<file path="src/rtl/seg_pkg.sv">
// Shared constants and types for the 7-segment display path.
// Segment patterns are active-low, ordered abcdefg (bit6 = a ... bit0 = g).
package seg_pkg;

    localparam int BCD_W = 4;

    localparam logic [6:0] SEG_0     = 7'b0000001;
    localparam logic [6:0] SEG_1     = 7'b1001111;
    localparam logic [6:0] SEG_2     = 7'b0010010;
    localparam logic [6:0] SEG_3     = 7'b0000110;
    localparam logic [6:0] SEG_4     = 7'b1001100;
    localparam logic [6:0] SEG_5     = 7'b0100100;
    localparam logic [6:0] SEG_6     = 7'b0100000;
    localparam logic [6:0] SEG_7     = 7'b0001111;
    localparam logic [6:0] SEG_8     = 7'b0000000;
    localparam logic [6:0] SEG_9     = 7'b0000100;
    localparam logic [6:0] SEG_BLANK = 7'b1111111;

    typedef enum logic [1:0] {
        IDLE,
        SETTLE,
        HOLD
    } state_t;

endpackage

</file>
<file path="src/rtl/seg_pattern_to_bcd.sv">
// Combinational lookup from an active-low segment pattern to a BCD digit.
// hit = pattern is one of 0..9, blank = all segments off.
module seg_pattern_to_bcd
    import seg_pkg::*;
(
    input  logic [6:0]       pattern,
    output logic             hit,
    output logic             blank,
    output logic [BCD_W-1:0] value
);

    // Table lookup; anything unrecognised reports neither hit nor blank.
    always_comb begin
        hit   = 1'b1;
        blank = 1'b0;
        value = '0;
        case (pattern)
            SEG_0:     value = BCD_W'(0);
            SEG_1:     value = BCD_W'(1);
            SEG_2:     value = BCD_W'(2);
            SEG_3:     value = BCD_W'(3);
            SEG_4:     value = BCD_W'(4);
            SEG_5:     value = BCD_W'(5);
            SEG_6:     value = BCD_W'(6);
            SEG_7:     value = BCD_W'(7);
            SEG_8:     value = BCD_W'(8);
            SEG_9:     value = BCD_W'(9);
            SEG_BLANK: begin
                hit   = 1'b0;
                blank = 1'b1;
            end
            default:   hit = 1'b0;
        endcase
    end

endmodule

</file>
<file path="src/rtl/seg_display_reader.sv">
// Receiver for a multiplexed 7-segment bus: waits for each (anode, cathode)
// pair to settle, then decodes it into the per-digit BCD store.
// Optional frame tracking (frame_done / frame_count) is enabled by defining
// SEG_READER_FRAME_EN.
module seg_display_reader
    import seg_pkg::*;
#(
    parameter  int NUM_DIGITS    = 4,
    parameter  int STABLE_CYCLES = 4,
    localparam int CNT_W         = $clog2(STABLE_CYCLES + 1)
) (
    input  logic                        clk,
    input  logic                        reset,
    input  logic [NUM_DIGITS-1:0]       anode,
    input  logic [6:0]                  cathode,
    input  logic                        clear,
    output logic [BCD_W*NUM_DIGITS-1:0] digits,
    output logic [NUM_DIGITS-1:0]       digit_valid,
    output logic                        update,
    output logic                        pattern_err,
    output logic                        anode_err
`ifdef SEG_READER_FRAME_EN
    ,
    output logic                        frame_done,
    output logic [15:0]                 frame_count
`endif
);

    logic [NUM_DIGITS-1:0]       anode_reg, anode_prev_reg;
    logic [6:0]                  cathode_reg, cathode_prev_reg;
    state_t                      state_reg, state_next;
    logic [CNT_W-1:0]            cnt_reg, cnt_next;
    logic                        changed, none_low, multi_low;
    logic                        capture, capture_single, capture_multi;
    logic [NUM_DIGITS-1:0]       low;
    logic                        dec_hit, dec_blank;
    logic [BCD_W-1:0]            dec_value;
    logic [BCD_W*NUM_DIGITS-1:0] digits_reg, digits_next;
    logic [NUM_DIGITS-1:0]       valid_reg, valid_next, wr_sel;
    logic                        update_reg, pattern_err_reg, anode_err_reg;

    // Input registration plus one-cycle history for change detection.
    always_ff @(posedge clk or posedge reset) begin
        if (reset) begin
            anode_reg        <= '1;
            anode_prev_reg   <= '1;
            cathode_reg      <= '1;
            cathode_prev_reg <= '1;
        end else begin
            anode_reg        <= anode;
            anode_prev_reg   <= anode_reg;
            cathode_reg      <= cathode;
            cathode_prev_reg <= cathode_reg;
        end
    end

    assign changed   = (anode_reg != anode_prev_reg) || (cathode_reg != cathode_prev_reg);
    assign low       = ~anode_reg;
    assign none_low  = (low == '0);
    // Clearing the lowest set bit leaves something only if two or more were set.
    assign multi_low = |(low & (low - NUM_DIGITS'(1)));

    seg_pattern_to_bcd u_dec (
        .pattern (cathode_reg),
        .hit     (dec_hit),
        .blank   (dec_blank),
        .value   (dec_value)
    );

    // FSM state and settle counter.
    always_ff @(posedge clk or posedge reset) begin
        if (reset) begin
            state_reg <= IDLE;
            cnt_reg   <= '0;
        end else begin
            state_reg <= state_next;
            cnt_reg   <= cnt_next;
        end
    end

    // Any change restarts settling; a full stable window in SETTLE captures once.
    always_comb begin
        state_next = state_reg;
        cnt_next   = cnt_reg;
        capture    = 1'b0;
        if (changed) begin
            state_next = none_low ? IDLE : SETTLE;
            cnt_next   = '0;
        end else if (state_reg == SETTLE) begin
            if (cnt_reg == CNT_W'(STABLE_CYCLES - 1)) begin
                capture    = 1'b1;
                state_next = HOLD;
                cnt_next   = '0;
            end else begin
                cnt_next = cnt_reg + CNT_W'(1);
            end
        end
    end

    assign capture_single = capture && !multi_low;
    assign capture_multi  = capture && multi_low;

    // Per-digit next values: a capture owns its digit's valid bit even under clear.
    generate
        for (genvar gi = 0; gi < NUM_DIGITS; gi++) begin : g_digit
            assign wr_sel[gi] = capture_single && low[gi];
            assign digits_next[gi*BCD_W +: BCD_W] =
                (wr_sel[gi] && dec_hit) ? dec_value : digits_reg[gi*BCD_W +: BCD_W];
            assign valid_next[gi] = wr_sel[gi] ? dec_hit : (clear ? 1'b0 : valid_reg[gi]);
        end
    endgenerate

    // Output store, update strobe and sticky error flags.
    always_ff @(posedge clk or posedge reset) begin
        if (reset) begin
            digits_reg      <= '0;
            valid_reg       <= '0;
            update_reg      <= 1'b0;
            pattern_err_reg <= 1'b0;
            anode_err_reg   <= 1'b0;
        end else begin
            digits_reg <= digits_next;
            valid_reg  <= valid_next;
            update_reg <= capture;
            if (capture_single && !dec_hit && !dec_blank)
                pattern_err_reg <= 1'b1;
            else if (clear)
                pattern_err_reg <= 1'b0;
            if (capture_multi)
                anode_err_reg <= 1'b1;
            else if (clear)
                anode_err_reg <= 1'b0;
        end
    end

    assign digits      = digits_reg;
    assign digit_valid = valid_reg;
    assign update      = update_reg;
    assign pattern_err = pattern_err_reg;
    assign anode_err   = anode_err_reg;

`ifdef SEG_READER_FRAME_EN
    logic [NUM_DIGITS-1:0] seen_reg, seen_next;
    logic [15:0]           frame_count_reg;
    logic                  frame_done_reg;

    assign seen_next = seen_reg | (capture_single ? low : '0);

    // A frame completes once every digit index has been captured at least once.
    always_ff @(posedge clk or posedge reset) begin
        if (reset) begin
            seen_reg        <= '0;
            frame_count_reg <= '0;
            frame_done_reg  <= 1'b0;
        end else if (clear) begin
            seen_reg        <= '0;
            frame_count_reg <= '0;
            frame_done_reg  <= 1'b0;
        end else if (&seen_next) begin
            seen_reg        <= '0;
            frame_count_reg <= frame_count_reg + 16'd1;
            frame_done_reg  <= 1'b1;
        end else begin
            seen_reg       <= seen_next;
            frame_done_reg <= 1'b0;
        end
    end

    assign frame_done  = frame_done_reg;
    assign frame_count = frame_count_reg;
`endif

endmodule
</file>
<file path="config.mk">
export PLATFORM = sky130hd
export DESIGN_NAME = seg_display_reader
export DESIGN_NICKNAME = d
export VERILOG_FILES = /design/src/rtl/seg_pkg.sv /design/src/rtl/seg_pattern_to_bcd.sv /design/src/rtl/seg_display_reader.sv
export SDC_FILE = /design/constraint.sdc
export NUM_CORES = 1
export LEC_CHECK = 0
export ABC_CLOCK_PERIOD_IN_PS = 2500
export CELL_PAD_IN_SITES_DETAIL_PLACEMENT = 0
export CELL_PAD_IN_SITES_GLOBAL_PLACEMENT = 1
export CORE_ASPECT_RATIO = 1.2
export CORE_MARGIN = 2
export CORE_UTILIZATION = 30
export DETAILED_ROUTE_END_ITERATION = 7
export PLACE_DENSITY_LB_ADDON = 0.1
export SLEW_MARGIN = 20
export SYNTH_ARGS = -nofsm -noshare
export SYNTH_HDL_FRONTEND = slang
export SYNTH_HIERARCHICAL = 1
export SYNTH_SLANG_ARGS = --single-unit
</file>
<file path="constraint.sdc">
create_clock -name clk -period 2.5 [get_ports clk]
set_input_delay 0.375 -clock clk [delete_from_list [all_inputs] [get_ports clk]]
set_output_delay 0.375 -clock clk [all_outputs]
set_load 0.1 [all_outputs]
</file>
==> impl_results.md <==
- Top_reg_cell synth: dfrtp_1
- Seq pwr share: 59.5%
- Final min period: 2510 ps
- Die area: just under 8000 um2
- Fin. Hold Viols: 0
- Fin util: 41.20%
- Placed Instances: slightly below 300
- Number of synthesized register bits: 50
- Fin cells: 307
- Fin Hold WS: 396.0 ps
- CTS Buf Count: 5
- Drt wl/cell: between 15 and 20 um
- Critical Path Start Type: flip-flop
- Vias in the first global route: 1500
- RSZ-0062 raised after global routing: true
- Worst r2r dst: digits[15]$_DFFE_PP0P_
- Multi-input logic area: 863.3 um2
- Number of vias per cell: 4.622
- Most frequent cell after synthesis: dfrtp_1
- Yosys cell types: 40
- Syn Area/Cell: 13.35 um2
- Power share of the clock group: 33.2%
- Pwr Total: between 1 and 1.5 mW
- Delay-heaviest family, CP: simple AND/OR/NAND/NOR gates
- Total number of vias: 1419
- Post-DRT Antenna Nets: 0
- Max Slew Vio Count: 0
- PwrDens: 512.6 nW/um2
- CTS H-Tree Depth: 2
- Clk Latency, worst-skew pair: 310 ps
- # clock sinks: 50
- Final Cycle Share: 100.4%
- Combinational Power Share: 7.2%
- Initial DRC Count: 55
- Yosys warning count: 6
- Placer Congestion: 0.8218
- Reg-to-reg slack, setup: -10 ps
- Final WL: about 4700 um
- Worst Setup End Kind: flip-flop
- Worst r2r src: cathode_reg[0]$_DFF_PP1_
- Net Sw Frac: roughly a quarter
- Post-synth EDFFs: 0
- Initial Utilization: 30.96%
- Ports: 37
- Internal power: between 1 and 1.5 mW
- Slowest stage cell, crit path: or4b_4
- Fillers: 693
- Row count: 33
- Worst EP required: between 2000 and 3000 ps
- Net count after synthesis: ~170
- Clock skew: between 10 and 15 ps
- Reg2Reg Depth: 6
- Register area: 1279 um2
- Largest net degree at the start of global routing: 51
- Port buffer count: 36
- DR DRC count: 0
- Die Span Y: 96.13 um
- Reg clk slew, reported paths: roughly 100 ps
- Final setup fails: 3
- Overall Global Routing Usage: 13.56%
- Worst path max stage delay: a little under 600 ps
- CP startpoint: cathode_reg[0]$_DFF_PP1_
- Pleak: 1.289 nW
- Worst slew pin tran: 635.6 ps
- Max VDD drop: 0.0002039 V
- CP Class: flip-flop to flip-flop
- Violated checks: setup timing
- Layout cell share with drive strength beyond 1: 45.45%
- Critical path buffer and inverter count: 1
- CP Depth: 6
- Worst min path class: flip-flop to flip-flop
- Max cap viols: 0
- Setup TNS: -10.50 ps
- Max reg flops: 16
- Chip width: slightly above 80 um
- CTS tree: done
- Synth Cell Area: 2122 um2
- Synth top area cells: dfrtp_1 33%, dfstp_2 27%, mux2_1 8.5%
- Commonest cells post-synth: 28 x dfrtp_1, 22 x dfstp_2, 16 x mux2_1
- Max Fanout on Critical Path: 5
- Cell Chain, Critical Path: xor2_1 > or4_1 > or4b_4 > nor3b_4 > buf_6 > mux2_1
- Synth top area share: 33.02%
- FMAX: roughly 0.4 GHz
- Post-Syn Instances: 159
- Crit path DAT: 2710 ps
- Area growth syn-to-layout: 33.08%
- CTS Root Cell: clkbuf_8
- Worst hold stages: 0
- Max clock buf depth: 2
- Antenna fix cells: 0
- Psw: 355.9 uW
- Global-route wire length before repair: slightly below 8000 um
- Area leader, netlist: dfrtp_1
- Status: complete, but fails checks
- Pre-antenna DRT Iters: 4
- Ys async rst share: between 90% and 100%
- CORE AREA: about 6900 um2
- Setup WS post-layout: -9.886 ps
- CP endpoint: digits[15]$_DFFE_PP0P_
- Slew headroom: 57.63%
- Total gr overflow: 0
- Sequential fraction of the synthesis area: 60.26%
- Post-DP HPWL: 3264 um
- Nets: 234
- Initial antenna violation count: 0
==> layout make-up <==
class                   instances  area share (%)
flip-flops and latches         50           45.28
well taps                      87           3.855
clock buffers                   5           2.437
multi-input cells             101           30.57
clock inverters                 3          0.7532
repair buffers                 55           16.30
inverters                       6          0.7975
==> kinds of logic (layout without fill, tap and decap cells) <==
kind of cell / count (synthesis) / after routing / synth area share, %
flip-flops: 50 / 50 / 60.26
buffers and inverters: 8 / 69 / 1.827
adder cells (fa/ha/maj): 1 / 1 / 0.5895
AO/OA/AOI/OAI: 15 / 15 / 4.599
XOR/XNOR: 12 / 12 / 4.953
AND/OR/NAND/NOR: 52 / 52 / 16.69
multiplexers: 21 / 21 / 11.08
==> power groups by stage <==
stage | logic, mW | registers, mW | clock network (mW)
floorplan | 0.0486 | 0.876 | 0
global placement | 0.103 | 0.876 | 0
detailed placement | 0.106 | 0.876 | 0
CTS | 0.107 | 0.862 | 0.503
global route | 0.116 | 0.865 | 0.543
finish | 0.105 | 0.862 | 0.481
==> repair_timing <==
action | in CTS | in global routing
pin swaps | 4 | 0
resized for setup | 19 | 2
setup buffers | 4 | 1
hold buffers | 0 | 0
endpoints found under the setup margin | 20 | 20
==> worst min-delay path by stage <==
stage                                   from                            end
global route        cathode_reg[5]$_DFF_PP1_  cathode_prev_reg[5]$_DFF_PP1_
detailed placement  cathode_reg[5]$_DFF_PP1_  cathode_prev_reg[5]$_DFF_PP1_
finish              cathode_reg[5]$_DFF_PP1_  cathode_prev_reg[5]$_DFF_PP1_
floorplan           cathode_reg[0]$_DFF_PP1_  cathode_prev_reg[0]$_DFF_PP1_
global placement    cathode_reg[5]$_DFF_PP1_  cathode_prev_reg[5]$_DFF_PP1_
CTS                 cathode_reg[5]$_DFF_PP1_  cathode_prev_reg[5]$_DFF_PP1_
==> per-layer routing <==
layer	vias to the layer above	share of wire, %	track usage (%)
met1	707	44	17.00
met5	-	0	0
met3	8	3.5	3.377
li1	675	-	-
met2	29	51	22.36
met4	0	1.6	5.508
==> per-stage QoR <==
| stage | area, um2 | setup slack (ps) |
|---|---|---|
| floorplan | 2122 | 2.599 |
| global placement | 2630 | -81.21 |
| detailed placement | 2630 | -114.0 |
| CTS | 2820 | -52.82 |
| global route | 2824 | -100.2 |
| finish | 2824 | -9.886 |
==> worst register-to-register path: cells and delay by family (launching register included) <==
family | cells | cell delay (ps)
XOR/XNOR | 1 | 70
AND/OR/NAND/NOR | 3 | 1320
flip-flops | 1 | 550
multiplexers | 1 | 310
buffers and inverters | 1 | 150
==> cells in the final DEF, fill, tap and decap left out, drive strengths merged, types with 2 or more instances in the layout <==
cell type,n
a21oi,3
buf,42
clkbuf,5
clkdlybuf4s50,13
clkinv,3
dfrtp,28
dfstp,22
inv,6
mux2,20
nand2,5
nand3,3
nand4,3
nor2,15
nor2b,4
nor3,4
nor3b,5
o211ai,2
o21ai,4
o32ai,2
or3,2
or4,3
xnor2,8
xor2,4
(Power assumes the default switching activity.)
